[config.mk]
export PLATFORM = sky130hd
export DESIGN_NAME = imu_spi_responder_flat
export DESIGN_NICKNAME = d
export VERILOG_FILES = /design/src/rtl/imu_spi_responder_if.sv /design/src/rtl/imu_spi_responder.sv /design/src/flat_wrapper.sv
export SDC_FILE = /design/constraint.sdc
export NUM_CORES = 1
export LEC_CHECK = 0
export CELL_PAD_IN_SITES_DETAIL_PLACEMENT = 0
export CELL_PAD_IN_SITES_GLOBAL_PLACEMENT = 1
export CORE_ASPECT_RATIO = 0.9
export CORE_MARGIN = 4
export CORE_UTILIZATION = 42
export CTS_BUF_LIST = sky130_fd_sc_hd__clkbuf_8 sky130_fd_sc_hd__clkbuf_16
export DETAILED_ROUTE_END_ITERATION = 10
export GPL_TIMING_DRIVEN = 0
export PLACE_DENSITY = 0.83
export SETUP_SLACK_MARGIN = 0.3
export SLEW_MARGIN = 20
export SYNTH_ARGS = -nofsm -noshare
export SYNTH_HDL_FRONTEND = slang
export SYNTH_SLANG_ARGS = --single-unit
[constraint.sdc]
create_clock -name clk -period 2.6 [get_ports clk]
set_input_delay 0.52 -clock clk [delete_from_list [all_inputs] [get_ports clk]]
set_output_delay 0.52 -clock clk [all_outputs]
set_load 0.01 [all_outputs]
[src/rtl/imu_spi_responder_if.sv]
// rtl/imu_spi_responder_if.sv - SPI pin bundle between the bring-up master and the IMU model.
interface imu_spi_responder_if;
  logic sck;
  logic ncs;
  logic mosi;
  logic miso;
  logic miso_oe;

  modport master (output sck, ncs, mosi, input miso, miso_oe);
  modport slave  (input sck, ncs, mosi, output miso, miso_oe);
endinterface

[src/rtl/imu_spi_responder.sv]
// rtl/imu_spi_responder.sv - SPI mode-3 IMU register model, oversampled in clk.
// Optional IMU_SPI_WRITE_EN makes regs 0x6B/0x1C writable; otherwise they hold reset values.
module imu_spi_responder #(
  parameter logic [7:0] WHO_AM_I_VAL = 8'h71,
  parameter logic [6:0] ACCEL_BASE   = 7'd59,
  parameter int         SYNC_STAGES  = 2
) (
  input  logic                clk,
  input  logic                rst_n,
  imu_spi_responder_if.slave  spi,
  input  logic [15:0]         accel_x,
  input  logic [15:0]         accel_y,
  input  logic [15:0]         accel_z,
  output logic                frame_done,
  output logic [6:0]          last_addr,
  output logic [7:0]          pwr_mgmt_1,
  output logic [7:0]          accel_config
);

  typedef enum logic [1:0] {IDLE, ADDR, DATA} state_t;

  logic [SYNC_STAGES-1:0] sck_sync_q, ncs_sync_q, mosi_sync_q;
  logic                   sck_prev_q, ncs_prev_q;
  logic                   sck_s, ncs_s, mosi_s;
  logic                   sck_rise, sck_fall, ncs_rise, ncs_fall;

  state_t      state_q;
  logic [2:0]  bit_cnt_q;
  logic [6:0]  shift_q;
  logic        rw_q;
  logic [6:0]  ptr_q;
  logic [7:0]  tx_q;
  logic        miso_q;
  logic        frame_done_q;
  logic [6:0]  last_addr_q;
  logic [7:0]  pwr_mgmt_1_q;
  logic [7:0]  accel_config_q;
  logic [47:0] snap_q;
  logic [7:0]  rd_data_d;

  assign sck_s  = sck_sync_q[SYNC_STAGES-1];
  assign ncs_s  = ncs_sync_q[SYNC_STAGES-1];
  assign mosi_s = mosi_sync_q[SYNC_STAGES-1];

  // sck edges only count inside a frame; ncs edges are always seen
  assign sck_rise = sck_s & ~sck_prev_q & ~ncs_s;
  assign sck_fall = ~sck_s & sck_prev_q & ~ncs_s;
  assign ncs_fall = ~ncs_s & ncs_prev_q;
  assign ncs_rise = ncs_s & ~ncs_prev_q;

  always_ff @(posedge clk or negedge rst_n) begin
    if (!rst_n) begin
      sck_sync_q  <= '1;
      ncs_sync_q  <= '1;
      mosi_sync_q <= '0;
      sck_prev_q  <= 1'b1;
      ncs_prev_q  <= 1'b1;
    end else begin
      sck_sync_q  <= {sck_sync_q[SYNC_STAGES-2:0], spi.sck};
      ncs_sync_q  <= {ncs_sync_q[SYNC_STAGES-2:0], spi.ncs};
      mosi_sync_q <= {mosi_sync_q[SYNC_STAGES-2:0], spi.mosi};
      sck_prev_q  <= sck_s;
      ncs_prev_q  <= ncs_s;
    end
  end

  always_comb begin
    rd_data_d = 8'h00;
    if      (ptr_q == ACCEL_BASE)         rd_data_d = snap_q[47:40];
    else if (ptr_q == ACCEL_BASE + 7'd1)  rd_data_d = snap_q[39:32];
    else if (ptr_q == ACCEL_BASE + 7'd2)  rd_data_d = snap_q[31:24];
    else if (ptr_q == ACCEL_BASE + 7'd3)  rd_data_d = snap_q[23:16];
    else if (ptr_q == ACCEL_BASE + 7'd4)  rd_data_d = snap_q[15:8];
    else if (ptr_q == ACCEL_BASE + 7'd5)  rd_data_d = snap_q[7:0];
    else if (ptr_q == 7'd117)             rd_data_d = WHO_AM_I_VAL;
    else if (ptr_q == 7'h6B)              rd_data_d = pwr_mgmt_1_q;
    else if (ptr_q == 7'h1C)              rd_data_d = accel_config_q;
  end

  always_ff @(posedge clk or negedge rst_n) begin
    if (!rst_n) begin
      state_q        <= IDLE;
      bit_cnt_q      <= 3'd7;
      shift_q        <= '0;
      rw_q           <= 1'b0;
      ptr_q          <= '0;
      tx_q           <= '0;
      miso_q         <= 1'b1;
      frame_done_q   <= 1'b0;
      last_addr_q    <= '0;
      pwr_mgmt_1_q   <= 8'h01;
      accel_config_q <= 8'h00;
      snap_q         <= '0;
    end else begin
      frame_done_q <= 1'b0;
      if (ncs_rise) begin
        // end of frame: any partial byte is simply dropped
        state_q      <= IDLE;
        miso_q       <= 1'b1;
        frame_done_q <= 1'b1;
      end else begin
        case (state_q)
          IDLE: begin
            if (ncs_fall) begin
              state_q   <= ADDR;
              snap_q    <= {accel_x, accel_y, accel_z};
              bit_cnt_q <= 3'd7;
              miso_q    <= 1'b1;
            end
          end
          ADDR: begin
            if (sck_rise) begin
              shift_q <= {shift_q[5:0], mosi_s};
              if (bit_cnt_q == 3'd0) begin
                rw_q        <= shift_q[6];
                ptr_q       <= {shift_q[5:0], mosi_s};
                last_addr_q <= {shift_q[5:0], mosi_s};
                bit_cnt_q   <= 3'd7;
                state_q     <= DATA;
              end else begin
                bit_cnt_q <= bit_cnt_q - 3'd1;
              end
            end
          end
          DATA: begin
            // bit_cnt 7 on a falling edge means a fresh byte starts here
            if (sck_fall && rw_q) begin
              if (bit_cnt_q == 3'd7) begin
                miso_q <= rd_data_d[7];
                tx_q   <= {rd_data_d[6:0], 1'b0};
              end else begin
                miso_q <= tx_q[7];
                tx_q   <= {tx_q[6:0], 1'b0};
              end
            end
            if (sck_rise) begin
              shift_q <= {shift_q[5:0], mosi_s};
              if (bit_cnt_q == 3'd0) begin
`ifdef IMU_SPI_WRITE_EN
                if (!rw_q) begin
                  if (ptr_q == 7'h6B)      pwr_mgmt_1_q   <= {shift_q, mosi_s};
                  else if (ptr_q == 7'h1C) accel_config_q <= {shift_q, mosi_s};
                end
`endif
                ptr_q     <= ptr_q + 7'd1;
                bit_cnt_q <= 3'd7;
              end else begin
                bit_cnt_q <= bit_cnt_q - 3'd1;
              end
            end
          end
          default: state_q <= IDLE;
        endcase
      end
    end
  end

  assign spi.miso     = miso_q;
  assign spi.miso_oe  = ~ncs_s;
  assign frame_done   = frame_done_q;
  assign last_addr    = last_addr_q;
  assign pwr_mgmt_1   = pwr_mgmt_1_q;
  assign accel_config = accel_config_q;

endmodule

[src/flat_wrapper.sv]
// flat-port wrapper written by rule: the top's interface ports become plain ports
module imu_spi_responder_flat 
#(
  parameter logic [7:0] WHO_AM_I_VAL = 8'h71,
  parameter logic [6:0] ACCEL_BASE   = 7'd59,
  parameter int         SYNC_STAGES  = 2
)
  (clk, rst_n, accel_x, accel_y, accel_z, frame_done, last_addr, pwr_mgmt_1, accel_config, spi_sck, spi_ncs, spi_mosi, spi_miso, spi_miso_oe);
  imu_spi_responder_if spi_i ();
  input  logic clk;
  input  logic rst_n;
  input  logic [15:0] accel_x;
  input  logic [15:0] accel_y;
  input  logic [15:0] accel_z;
  output logic frame_done;
  output logic [6:0] last_addr;
  output logic [7:0] pwr_mgmt_1;
  output logic [7:0] accel_config;
  input wire logic [$bits(spi_i.sck)-1:0] spi_sck;
  input wire logic [$bits(spi_i.ncs)-1:0] spi_ncs;
  input wire logic [$bits(spi_i.mosi)-1:0] spi_mosi;
  output wire logic [$bits(spi_i.miso)-1:0] spi_miso;
  output wire logic [$bits(spi_i.miso_oe)-1:0] spi_miso_oe;
  assign spi_i.sck = spi_sck;
  assign spi_i.ncs = spi_ncs;
  assign spi_i.mosi = spi_mosi;
  assign spi_miso = spi_i.miso;
  assign spi_miso_oe = spi_i.miso_oe;
  imu_spi_responder #(.WHO_AM_I_VAL(WHO_AM_I_VAL), .ACCEL_BASE(ACCEL_BASE), .SYNC_STAGES(SYNC_STAGES)) u_core (.clk(clk), .rst_n(rst_n), .spi(spi_i), .accel_x(accel_x), .accel_y(accel_y), .accel_z(accel_z), .frame_done(frame_done), .last_addr(last_addr), .pwr_mgmt_1(pwr_mgmt_1), .accel_config(accel_config));
endmodule
# After elaboration in Yosys (flattened, before gate mapping)
# Cells that the tools add are included.
# word_totals
out_inout_bits,26
ff_bits,93
wordCells,96
inputBits,53
# classes
add_sub_neg,2
n_reduce_logical,15
mux,30
bitwise_logic,11
n_eq_ne,23
# op_table
op,count
two-way mux 8 bit,10
"equality test 7 x 6 -> 1 bit, second input constant",5
two-way mux 7 bit,4
"equality test 7 bit, second input constant",3
"inequality test 2 x 1 -> 1 bit, second input constant",7
case mux 7 bit (2 select lines),1
"inequality test 3 x 1 -> 1 bit, second input constant",4
AND reduction 3 bit,4
AND reduction 4 bit,3
two-way mux 3 bit,3
two-way mux 2 bit,4
"adder 7 x 1 -> 7 bit, second input constant",1
"equality test 7 x 5 -> 1 bit, second input constant",1
AND 1 bit,6
case mux 2 bit (3 select lines),1
case mux 3 bit (2 select lines),1
AND reduction 6 bit,1
two-way mux 1 bit,5
inverter 1 bit,5
nonzero test 2 bit,2
"equality test 3 bit, second input constant",1
zero test 3 bit,1
nonzero test 3 bit,1
"subtractor 3 x 1 -> 3 bit, second input constant",1
6 further kinds,6

# Depth between registers and ports, before layout
# depth
depth_word,14
ltp_mapped,8
mapped_depth_nobuf,6

# Least setup slack after synthesis
# OpenSTA, ideal clock, no wires.
# synth_timing
kind,register to register
startpoint,reg u_core.state_q[0]
endpoint,reg u_core.snap_q[37]
arrival_ns,1.698
synth_period_minus_slack_ns,1.823
path_slack_ns,0.777
n_path_buf,3
stages_incl_launch_ff,8
cell_sequence,dfrtp_1 inv_1 ha_1 clkbuf_1 nand3b_1 buf_2 buf_2 mux2_2
# synth_between
elab_chain_cells,2
# synth_lines
element,line_no,text
"start, declared",imu_spi_responder.sv:27,state_t state_q;
"start signal, assigned",imu_spi_responder.sv:82,state_q <= IDLE;
"start signal, assigned",imu_spi_responder.sv:98,state_q <= IDLE;
"start signal, assigned",imu_spi_responder.sv:105,state_q <= ADDR;
zero test 2 bit,imu_spi_responder.sv:102,case (state_q)
AND reduction 3 bit (no line),--,
"end signal, assigned",imu_spi_responder.sv:106,"snap_q <= {accel_x, accel_y, accel_z};"
"end, declared",imu_spi_responder.sv:38,logic [47:0] snap_q;
# No other way between the ends.
# A chain may end at the register's enable or synchronous reset.

# Worst setup path after layout
# layout_timing
startpoint,reg u_core.ptr_q[0]
endpoint,reg u_core.tx_q[2]
# layout_between
elab_chain_cells,11
# layout_lines
element,line_no,text
"start, declared",imu_spi_responder.sv:31,logic [6:0] ptr_q;
"start signal, assigned",imu_spi_responder.sv:116,"ptr_q <= {shift_q[5:0], mosi_s};"
"start signal, assigned",imu_spi_responder.sv:145,ptr_q <= ptr_q + 7'd1;
equality test 7 x 5 -> 1 bit,imu_spi_responder.sv:77,else if (ptr_q == 7'h1C) rd_data_d = accel_config_q;
two-way mux 8 bit,imu_spi_responder.sv:77,
two-way mux 8 bit,imu_spi_responder.sv:76,else if (ptr_q == 7'h6B) rd_data_d = pwr_mgmt_1_q;
two-way mux 8 bit,imu_spi_responder.sv:75,else if (ptr_q == 7'd117) rd_data_d = WHO_AM_I_VAL;
two-way mux 8 bit,imu_spi_responder.sv:74,else if (ptr_q == ACCEL_BASE + 7'd5) rd_data_d = snap_q[7:0];
two-way mux 8 bit,imu_spi_responder.sv:73,else if (ptr_q == ACCEL_BASE + 7'd4) rd_data_d = snap_q[15:8];
two-way mux 8 bit,imu_spi_responder.sv:72,else if (ptr_q == ACCEL_BASE + 7'd3) rd_data_d = snap_q[23:16];
two-way mux 8 bit,imu_spi_responder.sv:71,else if (ptr_q == ACCEL_BASE + 7'd2) rd_data_d = snap_q[31:24];
two-way mux 8 bit,imu_spi_responder.sv:70,else if (ptr_q == ACCEL_BASE + 7'd1) rd_data_d = snap_q[39:32];
two-way mux 8 bit *,imu_spi_responder.sv:69,if (ptr_q == ACCEL_BASE) rd_data_d = snap_q[47:40];
two-way mux 8 bit *,imu_spi_responder.sv:128,if (bit_cnt_q == 3'd7) begin
"end signal, assigned",imu_spi_responder.sv:130,"tx_q <= {rd_data_d[6:0], 1'b0};"
"end signal, assigned",imu_spi_responder.sv:133,"tx_q <= {tx_q[6:0], 1'b0};"
"end, declared",imu_spi_responder.sv:32,logic [7:0] tx_q;
# Mark *: on every way between the ends. The rest lies on a longest branch, timed or not.

==> flow_summary.ini <==
[status]
status = finished, final reports clean

[global_route]
grt_pass1_vias = 3568
grt_max_degree = 73
grt_util_all_layers = 0.175
overflow = 0
antenna_found_initial = 0
grt_pass1_wl_microns = 17900

[run]
maxCapViolCount = 0

[hold_path]
min_path_type = in -> async

[placed_design]
dp_hpwl_microns = 8200
port_buffers = 62
place_area_sq_mm = 0.00565
gp_congestion = 0.891

[final_layout]
stdcell_area_sq_mm = 0.00598
drive_gt1_frac = 0.266
fillCellCount = 953
syn_to_final_growth_pct = 25.7
final_common_cell = dfrtp_1
diodes = 0
layout.nets = 571
final_cell_mix = dfrtp_1 (82), mux2_2 (64), clkdlybuf4s50_1 (61), nand2_1 (22)

[clock_network]
hold_buffers = 0
clk_latency_ns = 0.35
htree_num_levels = 3
clk_pin_slew_ns = 0.06
cts_tree = built
cts_root_buf = clkbuf_16
cts.path.max_buffers = 2
numCtsBuffers = 9
clock-sinks = 92

[routing]
wl_per_cell_microns = 16.6
ant_nets = 0
firstDrtPassIters = 5
wirelength_microns = 11000
met3WireLength_microns = 737
route.vias.total = 3555
drc_errors = 0
initialDrtViolationCount = 297
drt-met1-wl_microns = 5160
met2_length_microns = 5030
top_layer = met4
via_per_inst = 5.35

[floorplanning]
start_util = 0.434
dieWidth_microns = 120
core_region_area_sq_mm = 0.0109
rows = 36
dieArea_sq_mm = 0.0131
fp.dieH_microns = 109
io_pins = 79

[yosys]
synth-async-reset-ratio = 1.00
yosys_warnings = 16
ys.flop_type = dfrtp_1
synth_compound_area_frac = 0.124
yosysUniqueCellTypes = 63
muxShareOfSynthArea = 0.158
yosys.area_share.simple = 0.139
synth_edf_count = 0
synth_top_family_by_area = multiplexers
yosysSeqAreaShare = 0.487
synth-xor-area-share = 0
syn_area_per_cell_sq_um = 11.4
ys_ff_latch = 92
synth_cells = 417
syn_area_sq_mm = 0.00475
synth_fa_ha_area_frac = 0.0289

[critical_path]
worstPathCellList = inv_1, ha_1, nor4b_4, nand3_1, a32oi_1, o221a_2
worstPathMaxFanout = 8
arrival_ns = 2.52
crit_required_ns = 2.89
reg2reg_depth = 6
end_kind = register
max_stage_delay_ns = 0.44
ff2ff_setup_slack_ns = 0.37
startpoint_type = register
cp-startpoint = u_core.ptr_q[0]
path_class = reg -> reg
regToRegEndpoint = u_core.tx_q[2]
endpoint = u_core.tx_q[2]
slowest_stage = a32oi_1
reg2reg_from = u_core.ptr_q[0]

[timing]
max_freq_mhz = 448
setup_viol_count_final = 0
final_max_slew_viol_count = 0
tightest_slew_ns = 0.580
slew_headroom = 0.608
hold_viol_final = 0
fin_crit_ns = 2.23
finClkSkew_ns = 0.00913
rsz0062_at_grt = false
fin_tns_setup_ns = 0
timing.final.crit_share = 0.858

[power_and_ir_drop]
p_per_area_mw_per_mm2 = 795
irDropWorstVdd_uv = 544
power.leakage_nw = 2.52
## routing by layer
| metal | vias to the layer above | GRT usage |
|---|---|---|
| met3 | 10 | 0.0555 |
| met1 | 1737 | 0.246 |
| met2 | 108 | 0.262 |
| met5 | - | 0 |
| li1 | 1700 | - |
| met4 | 0 | 0.0474 |
## state kept, by name (all words and copies together), names as in the netlist
signal and cells:
u_core.snap_q 48, u_core.last_addr 7, u_core.ptr_q 7, u_core.shift_q 7, u_core.tx_q 7, u_core.bit_cnt_q 3
u_core.mosi_sync_q 2, u_core.ncs_sync_q 2, u_core.sck_sync_q 2, u_core.state_q 2, u_core.frame_done 1, u_core.ncs_prev_q 1
u_core.rw_q 1, u_core.sck_prev_q 1, u_core.spi.miso 1
## power breakdown
| group | switching [W] | internal [W] | leakage [nW] | total (W) |
|---|---|---|---|---|
| Combinational | 0.000551 | 0.000641 | 1.24 | 0.00119 |
| Clock | 0.000553 | 0.000799 | 0.154 | 0.00135 |
| Sequential | 0.000305 | 0.00190 | 1.13 | 0.00221 |
## cell type report
type	count	area, sq um	share of cell area
sequential	92	2310	0.387
multi-input combinational	286	2210	0.369
timing repair buffer	64	657	0.110
clock buffer	11	253	0.0423
buffer	38	238	0.0398
tap	152	190	0.0318
inverter	16	60.1	0.0100
clock inverter	5	58.8	0.00984
## worst max-delay path: cells and delay by family (launching register included)
| kind | cells | cell delay [ns] |
|---|---|---|
| simple gates | 2 | 0.56 |
| buf+inv | 1 | 0.14 |
| fa+ha+maj | 1 | 0.32 |
| flops | 1 | 0.43 |
| compound gates | 2 | 0.71 |
## per-stage QoR
stage	cells	setup WS [ns]	utilization	total power (W)	hold WS, ns
CTS	663	0.335	0.545	0.00478	0.0153
global placement	646	-2.36	0.514	0.00334	0.334
global route	664	0.310	0.546	0.00504	0.0109
detailed placement	647	0.358	0.516	0.00341	0.344
floorplan	432	0.777	-	0.00299	0.224
finish	664	0.370	0.546	0.00475	0.00945
## repair_timing
action                     in CTS  in global routing
gates resized for setup         0                  3
setup endpoints to repair       0                 13
setup buffers                   0                  1
## cells by family (layout without fill, tap and decap cells)
group | after synthesis | count (layout)
compound gates | 84 | 84
fa+ha+maj | 11 | 11
buf+inv | 54 | 134
flops | 92 | 92
mux | 67 | 67
other cells | 1 | 16
simple gates | 108 | 108
## cell usage after synthesis, drive strengths merged, types with 3 or more instances
library cell,instances,share of area
nor2b,3,0.0039
inv,15,0.012
a32oi,3,0.0055
a31oi,6,0.0079
nor2,8,0.0089
o311ai,4,0.0074
clkbuf,9,0.0074
buf,29,0.042
mux2,64,0.15
or3b,4,0.0079
nand2,22,0.017
nand3,20,0.024
o221a,3,0.0071
or3,5,0.0066
o21ai,19,0.020
a221o,5,0.011
o2111ai,4,0.0074
dfstp,10,0.055
nor3,11,0.012
dfrtp,82,0.43
and4,8,0.015
mux2i,3,0.0063
a221oi,5,0.0092
and3,4,0.0053
a21oi,16,0.017
nand2b,7,0.0092
nand4,3,0.0039
ha,11,0.029
## how the worst min path moves through the flow
stage                          start               endpoint  slack (ns)  depth (start not counted)
2_1_floorplan                  rst_n      u_core.frame_done        0.22                          0
3_3_place_gp   u_core.mosi_sync_q[0]  u_core.mosi_sync_q[1]        0.33                          0
3_5_place_dp   u_core.mosi_sync_q[0]  u_core.mosi_sync_q[1]        0.34                          0
4_1_cts                        rst_n      u_core.snap_q[37]        0.02                          1
5_1_grt                        rst_n      u_core.snap_q[37]        0.01                          1
6_report                       rst_n      u_core.snap_q[37]       0.009                          1
(Power assumes the default switching activity.)
